<file path="src/rtl/arb_pkg.sv">
// Shared types and helpers for the round-robin lock arbiter.
// Optional grant timeout is enabled by defining ARB_GRANT_TIMEOUT_EN.
package arb_pkg;

    typedef enum logic {
        ST_IDLE = 1'b0,
        ST_OWN  = 1'b1
    } arb_state_e;

    localparam int MAX_N = 64;

    function automatic int idw_of(input int n);
        return (n > 1) ? $clog2(n) : 1;
    endfunction

    function automatic int cw_of(input int cyc);
        return (cyc > 1) ? $clog2(cyc) : 1;
    endfunction

    function automatic logic [31:0] oh2idx(input logic [MAX_N-1:0] oh);
        logic [31:0] idx;
        idx = '0;
        for (int i = 0; i < MAX_N; i++) begin
            if (oh[i]) idx = idx | 32'(i);
        end
        return idx;
    endfunction

endpackage

</file>
<file path="src/rtl/rr_prio_pick.sv">
// Rotating-priority picker: first set request at or after ptr, wrapping.
// Purely combinational; the arbiter registers its result.
module rr_prio_pick
    import arb_pkg::*;
#(
    parameter  int N   = 4,
    localparam int IDW = idw_of(N)
) (
    input  logic [N-1:0]   req,
    input  logic [IDW-1:0] ptr,
    output logic [N-1:0]   pick_oh,
    output logic [IDW-1:0] pick_id,
    output logic           pick_vld
);

    logic [N-1:0] w_rot;
    logic [N-1:0] w_first;
    logic         w_found;

    // Rotate so ptr lands at bit 0, take lowest one, rotate back.
    always_comb begin
        w_rot   = '0;
        w_first = '0;
        w_found = 1'b0;
        pick_oh = '0;
        for (int i = 0; i < N; i++) begin
            w_rot[i] = req[(i + int'(ptr)) % N];
        end
        for (int i = 0; i < N; i++) begin
            w_first[i] = w_rot[i] & ~w_found;
            w_found    = w_found | w_rot[i];
        end
        for (int i = 0; i < N; i++) begin
            pick_oh[(i + int'(ptr)) % N] = w_first[i];
        end
    end

    assign pick_id  = IDW'(oh2idx(MAX_N'(pick_oh)));
    assign pick_vld = |req;

endmodule

</file>
<file path="src/rtl/rr_lock_arbiter.sv">
// Registered round-robin arbiter; grant is locked until the owner releases.
// Define ARB_GRANT_TIMEOUT_EN to force release after TIMEOUT_CYC held cycles.
module rr_lock_arbiter
    import arb_pkg::*;
#(
    parameter  int N           = 4,
    parameter  int TIMEOUT_CYC = 16,
    localparam int IDW         = idw_of(N)
) (
    input  logic           clk,
    input  logic           rst_n,
    input  logic [N-1:0]   req,
    input  logic           rel,
    output logic [N-1:0]   gnt,
    output logic [IDW-1:0] gnt_id,
    output logic           busy,
    output logic           timeout
);

    arb_state_e     r_state;
    logic [N-1:0]   r_gnt;
    logic [IDW-1:0] r_gnt_id;
    logic [IDW-1:0] r_ptr;

    logic           w_own;
    logic           w_force;
    logic           w_release;
    logic [IDW-1:0] w_ptr_nxt;
    logic [IDW-1:0] w_ptr_sel;
    logic [N-1:0]   w_pick_oh;
    logic [IDW-1:0] w_pick_id;
    logic           w_pick_vld;

    assign w_own     = (r_state == ST_OWN);
    assign w_ptr_nxt = (r_gnt_id == IDW'(N - 1)) ? '0
                     : r_gnt_id + IDW'(1);
    assign w_release = w_own & (rel | ~req[r_gnt_id] | w_force);
    // The release edge re-arbitrates with the already-rotated pointer.
    assign w_ptr_sel = w_own ? w_ptr_nxt : r_ptr;

    rr_prio_pick #(
        .N(N)
    ) u_pick (
        .req      (req),
        .ptr      (w_ptr_sel),
        .pick_oh  (w_pick_oh),
        .pick_id  (w_pick_id),
        .pick_vld (w_pick_vld)
    );

`ifdef ARB_GRANT_TIMEOUT_EN
    localparam int CW = cw_of(TIMEOUT_CYC);

    logic [CW-1:0] r_hold;
    logic          r_timeout;

    assign w_force = w_own & ~rel & req[r_gnt_id]
                   & (r_hold == CW'(TIMEOUT_CYC - 1));

    always_ff @(posedge clk or negedge rst_n) begin
        if (!rst_n) begin
            r_hold    <= '0;
            r_timeout <= 1'b0;
        end else begin
            r_timeout <= w_force;
            if (w_own && !w_release) begin
                r_hold <= r_hold + CW'(1);
            end else begin
                r_hold <= '0;
            end
        end
    end

    assign timeout = r_timeout;
`else
    assign w_force = 1'b0;
    assign timeout = 1'b0;
`endif

    always_ff @(posedge clk or negedge rst_n) begin
        if (!rst_n) begin
            r_state  <= ST_IDLE;
            r_gnt    <= '0;
            r_gnt_id <= '0;
            r_ptr    <= '0;
        end else begin
            unique case (r_state)
                ST_IDLE: begin
                    if (w_pick_vld) begin
                        r_state  <= ST_OWN;
                        r_gnt    <= w_pick_oh;
                        r_gnt_id <= w_pick_id;
                    end
                end
                ST_OWN: begin
                    if (w_release) begin
                        r_ptr <= w_ptr_nxt;
                        if (w_pick_vld) begin
                            r_gnt    <= w_pick_oh;
                            r_gnt_id <= w_pick_id;
                        end else begin
                            r_state  <= ST_IDLE;
                            r_gnt    <= '0;
                            r_gnt_id <= '0;
                        end
                    end
                end
            endcase
        end
    end

    assign gnt    = r_gnt;
    assign gnt_id = r_gnt_id;
    assign busy   = w_own;

endmodule

</file>
<file path="config.mk">
export PLATFORM = sky130hd
export DESIGN_NAME = rr_lock_arbiter
export DESIGN_NICKNAME = d
export VERILOG_FILES = /design/src/rtl/arb_pkg.sv /design/src/rtl/rr_prio_pick.sv /design/src/rtl/rr_lock_arbiter.sv
export SDC_FILE = /design/constraint.sdc
export NUM_CORES = 1
export LEC_CHECK = 0
export ABC_CLOCK_PERIOD_IN_PS = 2750
export CORE_MARGIN = 2
export CORE_UTILIZATION = 52
export CTS_CLUSTER_SIZE = 12
export DETAILED_ROUTE_END_ITERATION = 8
export PLACE_DENSITY = 0.78
export SLEW_MARGIN = 20
export SYNTH_ARGS = -nofsm -noshare
export SYNTH_HDL_FRONTEND = slang
export SYNTH_SLANG_ARGS = --single-unit
</file>
<file path="constraint.sdc">
create_clock -name clk -period 2.75 [get_ports clk]
set_input_delay 0.275 -clock clk [delete_from_list [all_inputs] [get_ports clk]]
set_output_delay 0.275 -clock clk [all_outputs]
set_load 0.01 [all_outputs]
</file>
==> results of run 1 <==
## critical path, stage by stage, from the launching register on
cell and delay, ns:
dfrtp_1 0.46, or2_4 0.31, and2_4 0.19, ha_1 0.38, nor4b_1 0.17, nand4_1 0.10, o21ai_0 0.08, a31oi_1 0.19
nor2_2 0.11, a221oi_4 0.27, o211ai_1 0.13
## layout make-up
type                    instances  area [um2]  share of cell area (%)
well taps                      17        21.3                    1.97
repair buffers                 15         145                    13.5
flip-flops and latches          9         225                    20.9
multi-input cells              81         627                    58.1
inverters                       7        33.8                    3.13
clock buffers                   4        26.3                    2.44
## layer usage
layer  part of all wire (%)  global-route usage, %
met5                      0                      0
met4                    1.6                   9.71
met3                    3.1                   3.57
met2                     49                   37.2
met1                     46                   26.8
## cell usage in the layout, fill, tap and decap left out, types with 2 or more instances in the layout
cell	synthesis	routed
clkdlybuf4s50_1	0	13
o211ai_1	3	3
nand2_1	14	14
nor3_1	2	2
mux4_2	2	2
ha_1	8	8
nor2_1	8	7
inv_1	6	6
dfrtp_1	9	9
a211oi_1	2	2
nand4_1	2	2
mux2_2	2	2
clkbuf_4	0	3
o21ai_0	3	3
nor2b_1	2	2
nand3_1	5	5
o31ai_1	2	2
buf_4	1	2
mux2i_1	4	4
o22ai_1	2	2
a22oi_1	3	3
## what timing repair did
action	4_1_cts	5_1_grt
buffers inserted	0	0
gates resized for setup	0	2
endpoints found under the setup margin	0	6
## metrics by stage
stage | setup WS (ns) | power (mW) | utilization (%)
after floorplan | 0.227 | 0.895 | -
after global routing | 0.00208 | 1.37 | 63.9
after global placement | 0.264 | 1.10 | 61.5
after detailed placement | 0.208 | 1.12 | 61.5
after CTS | 0.184 | 1.23 | 63.0
final | 0.221 | 1.26 | 63.9
## cell families (layout without fill, tap and decap cells)
| group | after synthesis | in the layout | share of synthesized area (%) |
|---|---|---|---|
| buffers and inverters | 11 | 26 | 7.46 |
| flip-flops | 9 | 9 | 24.9 |
| AND/OR/NAND/NOR | 40 | 40 | 22.0 |
| other | 1 | 1 | 0.414 |
| adder cells (fa/ha/maj) | 8 | 8 | 11.1 |
| multiplexers | 9 | 9 | 14.8 |
| AO/OA/AOI/OAI | 23 | 23 | 19.5 |
## state kept, by name, indices dropped and copies added, names as in the netlist
| signal | count |
|---|---|
| gnt | 4 |
| gnt_id | 2 |
| r_ptr | 2 |
| busy | 1 |
## power by group
| group | switching, mW | total [mW] | internal [mW] |
|---|---|---|---|
| Clock | 0.0524 | 0.109 | 0.0562 |
| Sequential | 0.0332 | 0.218 | 0.185 |
| Combinational | 0.494 | 0.930 | 0.436 |
## worst max-delay path by stage
stage	slack, ns	cells past startpoint	to
after floorplan	0.23	10	gnt_id[1]
after global placement	0.26	10	gnt_id[1]
after CTS	0.18	10	gnt_id[1]
after global routing	0.002	10	gnt_id[1]
final	0.22	10	gnt_id[1]
after detailed placement	0.21	10	gnt_id[1]
## cell usage after synthesis (2+ instances only)
cell type / number / area share (%)
a211oi_1: 2 / 1.7
a22oi_1: 3 / 2.5
buf_6: 2 / 2.5
dfrtp_1: 9 / 25
ha_1: 8 / 11
inv_1: 6 / 2.5
mux2_2: 2 / 2.5
mux2i_1: 4 / 4.4
mux4_2: 2 / 5.0
nand2_1: 14 / 5.8
nand3_1: 5 / 2.8
nand4_1: 2 / 1.4
nor2_1: 8 / 3.3
nor2b_1: 2 / 1.4
nor3_1: 2 / 1.1
o211ai_1: 3 / 2.5
o21ai_0: 3 / 1.7
o22ai_1: 2 / 1.4
o31ai_1: 2 / 1.7
==> impl_metrics.yaml, run 1 <==
sta:
  fmax_mhz: 395
  final_hold_viol_count: 0
  fin_skew_ns: 0.00646
  rsz0062_at_grt: "false"
  min_period_over_period_pct: 92.0
  setup_viol_count_final: 0
  hold_ws_ns: 0.289
  fin_tns_setup_ns: 0
  fin_crit_ns: 2.53
  maxSlewHeadroom_pct: 62.1
  slew_violations: 0
  tightest_slew_ns: 0.563
worst_setup_path:
  worst_ep_required_time_ns: 2.89
  worstPathArrival_ns: 2.67
  cp-end-kind: "flop"
  startpoint_type: "flop"
  cp_max_fo: 9
  rr_startpoint: "busy"
  r2r_slack_ns: 0.22
  r2r_cells: 10
  criticalPathCategory: "flop to flop"
  cp-startpoint: "busy"
  reg2reg_to: "gnt_id[1]"
placed_design:
  routabilityCongestion: 0.851
  port-buffer-count: 13
  dpl_cell_area_mm2: 0.00104
  dpl.hpwl_mm: 1.52
  place_inst: 129
die:
  core_area_mm2: 0.00169
  num_rows: 15
  die_h_um: 45.7
  die_w_um: 45.7
  start_util_pct: 53.6
  die-area_mm2: 0.00209
  pin_count: 15
grt:
  grt_use_total_pct: 21.8
  grt_pass1_vias: 774
  grt_max_degree: 10
  grt_pass1_wl_mm: 3.26
  antenna_found_initial: 0
  grt-ovfl-total: 0
synthesis:
  synth_nets: 116
  synth-edff-count: 0
  syn_area_um2: 906
  ys_seq_area_share_pct: 24.9
  ys.flop_type: "dfrtp_1"
  synth.distinct_cells: 39
  synth_area_per_cell_um2: 8.97
  syn_inst: 101
  synth-async-reset-ratio_pct: 100
  yosys_warnings: 0
  ys_seq_elements: 9
power:
  power.density_mw_per_mm2: 1170
  p_leak_nw: 0.484
  ir_worst_vdd_mv: 0.657
finish:
  antenna_cells: 0
  drive_gt1_share_pct: 12.9
  finalNonFillerCells: 133
  final_nets: 132
  area_growth_pct: 19.1
  fillers: 139
  design_area_mm2: 0.00108
job:
  drv_cap: 0
detailed_routing:
  vias_per_cell: 6.15
  drt-total-wl_mm: 1.90
  drt_iter0_drc: 17
  wl_per_cell_um: 14.3
  drc: 0
  ant_nets: 0
  num_vias: 818
  drtPass1Iterations: 4
clock_tree:
  clockRootBuffer: "clkbuf_4"
  cts_max_path_buffers: 2
  cts_buffers: 3
  clkSinkCount: 9
  clkTransAtPathRegs_ns: 0.07
  hold_buffers: 0
  clock_latency_ns: 0.27
  cts_tree: "built"
  htree_levels: 1
min_path:
  worstHoldPathType: "primary input to asynchronous set/reset pin"
outcome:
  status: "completed"
(Power assumes the default switching activity.)
==> run 2, diff against run 1 <==
--- a/config.mk
+++ b/config.mk
@@ -7,10 +7,11 @@
 export LEC_CHECK = 0
 export ABC_CLOCK_PERIOD_IN_PS = 2750
 export CORE_MARGIN = 2
-export CORE_UTILIZATION = 52
+export CORE_UTILIZATION = 47
 export CTS_CLUSTER_SIZE = 12
 export DETAILED_ROUTE_END_ITERATION = 8
-export PLACE_DENSITY = 0.78
+export PLACE_DENSITY = 0.68
+export SETUP_SLACK_MARGIN = 0.1
 export SLEW_MARGIN = 20
 export SYNTH_ARGS = -nofsm -noshare
 export SYNTH_HDL_FRONTEND = slang
==> run 2 against run 1 <==
Global-route usage is 3.2 points lower. Cell count up 6.0%. Via count rose by 0.98%. Worst hold slack improved by 0.00083 ns. First-iteration DRC count decreased by 29%. Routed wire length down 0.26%. Maximum frequency about the same. Critical path depth stayed put. Combinational power grew 2.5%. Clock skew down 0.0018 ns. Die area is 9.7% higher. Highest routed layer unchanged. Clock power about the same.
==> impl_metrics.yaml, run 2 (synthesized netlist as in run 1, its figures left out) <==
detailed_routing:
  drc: 0
  vias_per_cell: 5.86
  wl_per_cell_um: 13.4
  drt_iter0_drc: 12
  num_vias: 826
  drtPass1Iterations: 4
  ant_nets: 0
  drt-total-wl_mm: 1.89
clock_tree:
  cts_setup_buffers: 0
  cts_tree: "built"
  cts_buffers: 3
  hold_buffers: 0
  htree_levels: 1
  clkTransAtPathRegs_ns: 0.07
  cts_max_path_buffers: 2
  clockRootBuffer: "clkbuf_4"
  clock_latency_ns: 0.27
  clkSinkCount: 9
die:
  die_w_um: 47.9
  die-area_mm2: 0.00229
  num_rows: 15
  die_h_um: 47.9
  start_util_pct: 51.3
  pin_count: 15
  core_area_mm2: 0.00176
power:
  power.density_mw_per_mm2: 1170
  p_leak_nw: 0.477
  ir_worst_vdd_mv: 0.586
finish:
  layout_common_cells: "nand2_1, clkdlybuf4s50_1, nor2_1, ha_1, dfrtp_1"
  fillers: 169
  multi_input_area_um2: 632
  utilization_pct: 62.1
  final_common_cell: "nand2_1"
  drive_gt1_share_pct: 16.4
  largest_reg_flops: 4
  regArea_um2: 228
  antenna_cells: 0
  final_nets: 132
  area_growth_pct: 21.0
worst_setup_path:
  worst_ep_required_time_ns: 2.89
  criticalPathCategory: "flop to flop"
  cp-end-kind: "flop"
  rr_startpoint: "gnt_id[0]"
  worstPathArrival_ns: 2.66
  cp_max_fo: 6
  r2r_cells: 10
  reg2reg_to: "gnt_id[1]"
  r2r_slack_ns: 0.22
  startpoint_type: "flop"
grt:
  grt_use_total_pct: 18.6
  grt-ovfl-total: 0
  antenna_found_initial: 0
  grt_pass1_wl_mm: 2.99
  grt_pass1_vias: 734
  grt_max_degree: 10
outcome:
  status: "completed"
placed_design:
  routabilityCongestion: 0.894
  port-buffer-count: 13
  dpl.hpwl_mm: 1.46
sta:
  maxSlewHeadroom_pct: 64.5
  fin_skew_ns: 0.00462
  setup_viol_count_final: 0
  fmax_mhz: 396
  rsz0062_at_grt: "false"
  fin_tns_setup_ns: 0
  tightest_slew_ns: 0.526
  min_period_over_period_pct: 91.9
  fin_crit_ns: 2.53
  final_hold_viol_count: 0
  slew_violations: 0
job:
  drv_cap: 0
min_path:
  worstHoldPathType: "primary input to asynchronous set/reset pin"
[run 2: area by class of cell]
class	instances	area share (%)
sequential	9	20.8
clock buffer	4	2.40
timing repair buffer	15	13.2
tap	25	2.85
inverter	7	3.08
multi-input combinational	81	57.6
[run 2: repair_timing]
item                                   4_1_cts  5_1_grt
endpoints found under the hold margin        0        0
gates resized for setup                      0        6
setup endpoints to repair                    0        6
[run 2: critical path: stages (launching register included)]
cell and delay (ns):
dfrtp_2 0.44, ha_1 0.33, mux2i_2 0.25, ha_4 0.27
nor4b_1 0.14, nand4_1 0.10, o21ai_0 0.09, a31oi_1 0.21
nor2_2 0.11, a221oi_2 0.31, o211ai_1 0.14
[run 2: metal layers]
metal	GRT usage [%]	vias to the layer above	share of wire, %
met2	28.5	34	45
met3	4.53	10	6.0
met1	23.6	379	45
met5	0	-	0
met4	10.8	0	3.9
li1	-	403	-
[run 2: worst max-delay path by stage]
stage | from | endpoint | slack (ns)
global route | gnt_id[0] | gnt_id[1] | 0.09
floorplan | gnt_id[0] | gnt_id[1] | 0.23
finish | gnt_id[0] | gnt_id[1] | 0.22
global placement | busy | gnt_id[1] | 0.24
detailed placement | busy | gnt_id[1] | 0.20
CTS | busy | gnt_id[1] | 0.19
[run 2: per-stage QoR]
step	total power [mW]	std cells	area [um2]	setup slack (ns)	hold slack, ns
2_1_floorplan	0.895	101	906	0.227	-0.0206
3_5_place_dp	1.12	137	1050	0.196	0.477
5_1_grt	1.39	141	1100	0.0886	0.322
6_report	1.28	141	1100	0.222	0.290
4_1_cts	1.23	141	1070	0.190	0.306
3_3_place_gp	1.11	137	1050	0.241	0.458
[run 2: where the power goes]
| group | total (mW) | internal [mW] | leakage, nW | switching, mW |
|---|---|---|---|---|
| Clock | 0.109 | 0.0563 | 0.0150 | 0.0525 |
| Sequential | 0.221 | 0.187 | 0.109 | 0.0347 |
| Combinational | 0.953 | 0.462 | 0.353 | 0.490 |
| Total | 1.28 | 0.705 | 0.477 | 0.577 |
==> run 3, diff against run 2 <==
--- a/config.mk
+++ b/config.mk
@@ -6,11 +6,13 @@
 export NUM_CORES = 1
 export LEC_CHECK = 0
 export ABC_CLOCK_PERIOD_IN_PS = 2750
+export CELL_PAD_IN_SITES_DETAIL_PLACEMENT = 1
+export CELL_PAD_IN_SITES_GLOBAL_PLACEMENT = 1
 export CORE_MARGIN = 2
-export CORE_UTILIZATION = 47
+export CORE_UTILIZATION = 39
 export CTS_CLUSTER_SIZE = 12
 export DETAILED_ROUTE_END_ITERATION = 8
-export PLACE_DENSITY = 0.68
+export PLACE_DENSITY = 0.74
 export SETUP_SLACK_MARGIN = 0.1
 export SLEW_MARGIN = 20
 export SYNTH_ARGS = -nofsm -noshare
==> run 3 against run 2 <==
Maximum frequency is essentially flat. Flip-flop and latch count is the same. Combinational power rose by 3.4%. Core utilization fell by 12 points. Critical path depth is the same.
==> impl_metrics.yaml, run 3 (synthesized netlist as in run 1, its figures left out) <==
worst_setup_path:
  rr_startpoint: "gnt_id[0]"
  cp_max_fo: 6
  cp-startpoint: "gnt_id[0]"
  reg2reg_to: "gnt_id[1]"
  endpoint: "gnt_id[1]"
  worstPathArrival_ns: 2.65
  worst_ep_required_time_ns: 2.87
  cp-end-kind: "flop"
  path_cells: "ha_1 -> mux2i_2 -> ha_4 -> nor4b_1 -> nand4_1 -> o21ai_0 -> a31oi_1 -> nor2_2 -> a221oi_2 -> o211ai_1"
  startpoint_type: "flop"
  r2r_slack_ns: 0.22
  slowest_delay_ns: 0.44
  r2r_cells: 10
  criticalPathCategory: "flop to flop"
  slowest_stage: "dfrtp_2"
grt:
  grt_pass1_wl_mm: 3.76
  grt-ovfl-total: 0
  grt_use_total_pct: 18.2
  antenna_found_initial: 0
  grt_pass1_vias: 809
  grt_max_degree: 10
clock_tree:
  htree_levels: 1
  clkSinkCount: 9
  clkTransAtPathRegs_ns: 0.06
  cts_tree: "built"
  hold_buffers: 0
  cts_max_path_buffers: 2
  cts_buffers: 3
  clockRootBuffer: "clkbuf_4"
  clock_latency_ns: 0.25
die:
  core_area_mm2: 0.00221
  die_w_um: 52.2
  die-area_mm2: 0.00272
  num_rows: 17
  pin_count: 15
  start_util_pct: 41.0
  die_h_um: 52.2
detailed_routing:
  met2_length_mm: 1.12
  drtPass1Iterations: 4
  drt_iter0_drc: 8
  vias_per_cell: 5.84
  dr_wl_met3_um: 68
  ant_nets: 0
  num_vias: 853
  met1_length_mm: 1.05
  wl_per_cell_um: 15.6
  drt-total-wl_mm: 2.28
  top_layer: "met4"
  drc: 0
job:
  drv_cap: 0
power:
  pwr-share-clk_pct: 7.7
  power_mw: 1.31
  combPwrFrac_pct: 75.4
  p_leak_nw: 0.486
  p_switching_mw: 0.592
  internal_power_mw: 0.715
  p_seq_share_pct: 16.9
  switching_share_pct: 45.3
  power.density_mw_per_mm2: 1170
  ir_worst_vdd_mv: 0.737
sta:
  tightest_slew_ns: 0.558
  maxSlewHeadroom_pct: 62.4
  fmax_mhz: 396
  rsz0062_at_grt: "false"
  fin_ws_ns: 0.224
  fin_crit_ns: 2.53
  min_period_over_period_pct: 91.9
  slew_violations: 0
  fin_tns_setup_ns: 0
  setup_viol_count_final: 0
  fin_skew_ns: 0.00214
  final_hold_viol_count: 0
placed_design:
  port-buffer-count: 13
  place_inst: 140
  dpl.hpwl_mm: 1.83
  post-place-ws_ns: 0.198
  routabilityCongestion: 0.837
outcome:
  status: "completed"
finish:
  layout_common_cells: "nand2_1, clkdlybuf4s50_1, nor2_1, ha_1, dfrtp_1"
  final_common_cell: "nand2_1"
  drive_gt1_share_pct: 17.8
  area_growth_pct: 23.1
  finalNonFillerCells: 146
  utilization_pct: 50.4
  final_nets: 134
  largest_reg_flops: 4
  antenna_cells: 0
min_path:
  worstHoldPathType: "primary input to asynchronous set/reset pin"
[run 3: cell count changes in the layout (fill, tap and decap cells not counted), sizes merged]
cell  previous run  this run
buf              2         4
[run 3: area by class of cell]
class / instances / area [um2]
inverter: 7 / 33.8
tap: 28 / 35.0
sequential: 9 / 228
clock buffer: 4 / 26.3
timing repair buffer: 17 / 160
fill: 266 / 1100
multi-input combinational: 81 / 632
[run 3: worst min-delay path by stage]
stage	from	to	slack, ns	cells past startpoint
2_1_floorplan	rst_n	busy	-0.02	0
3_3_place_gp	gnt[1]	gnt[1]	0.46	2
3_5_place_dp	gnt[1]	gnt[1]	0.46	2
4_1_cts	rst_n	gnt_id[0]	0.33	1
5_1_grt	rst_n	gnt[3]	0.37	1
6_report	rst_n	r_ptr[0]	0.32	1
[run 3: through the flow]
stage / hold WS, ns / instance area [um2]
4_1_cts: 0.335 / 1080
5_1_grt: 0.365 / 1110
3_5_place_dp: 0.460 / 1050
6_report: 0.325 / 1110
2_1_floorplan: -0.0206 / 906
3_3_place_gp: 0.464 / 1050
[run 3: routing by layer]
layer	vias to the layer above	track usage, %
met3	4	0.857
met5	-	0
li1	404	-
met4	0	4.27
met1	420	23.8
met2	25	32.7
[run 3: power groups by stage]
stage / Clock [mW] / Sequential (mW) / Combinational (mW)
3_5_place_dp: 0 / 0.222 / 0.919
4_1_cts: 0.105 / 0.220 / 0.922
3_3_place_gp: 0 / 0.220 / 0.905
5_1_grt: 0.111 / 0.226 / 1.08
6_report: 0.100 / 0.221 / 0.985
2_1_floorplan: 0 / 0.234 / 0.661
[run 3: worst max-delay path, delay by kind of cell (launching register included)]
kind	cells	cell delay (ns)
mux	1	0.25
simple gates	3	0.37
compound gates	4	0.72
fa+ha+maj	2	0.60
flops	1	0.44
[run 3: timing repair]
item / 4_1_cts / 5_1_grt
setup endpoints to repair: 0 / 6
setup buffers: 0 / 2
gates resized for setup: 0 / 6
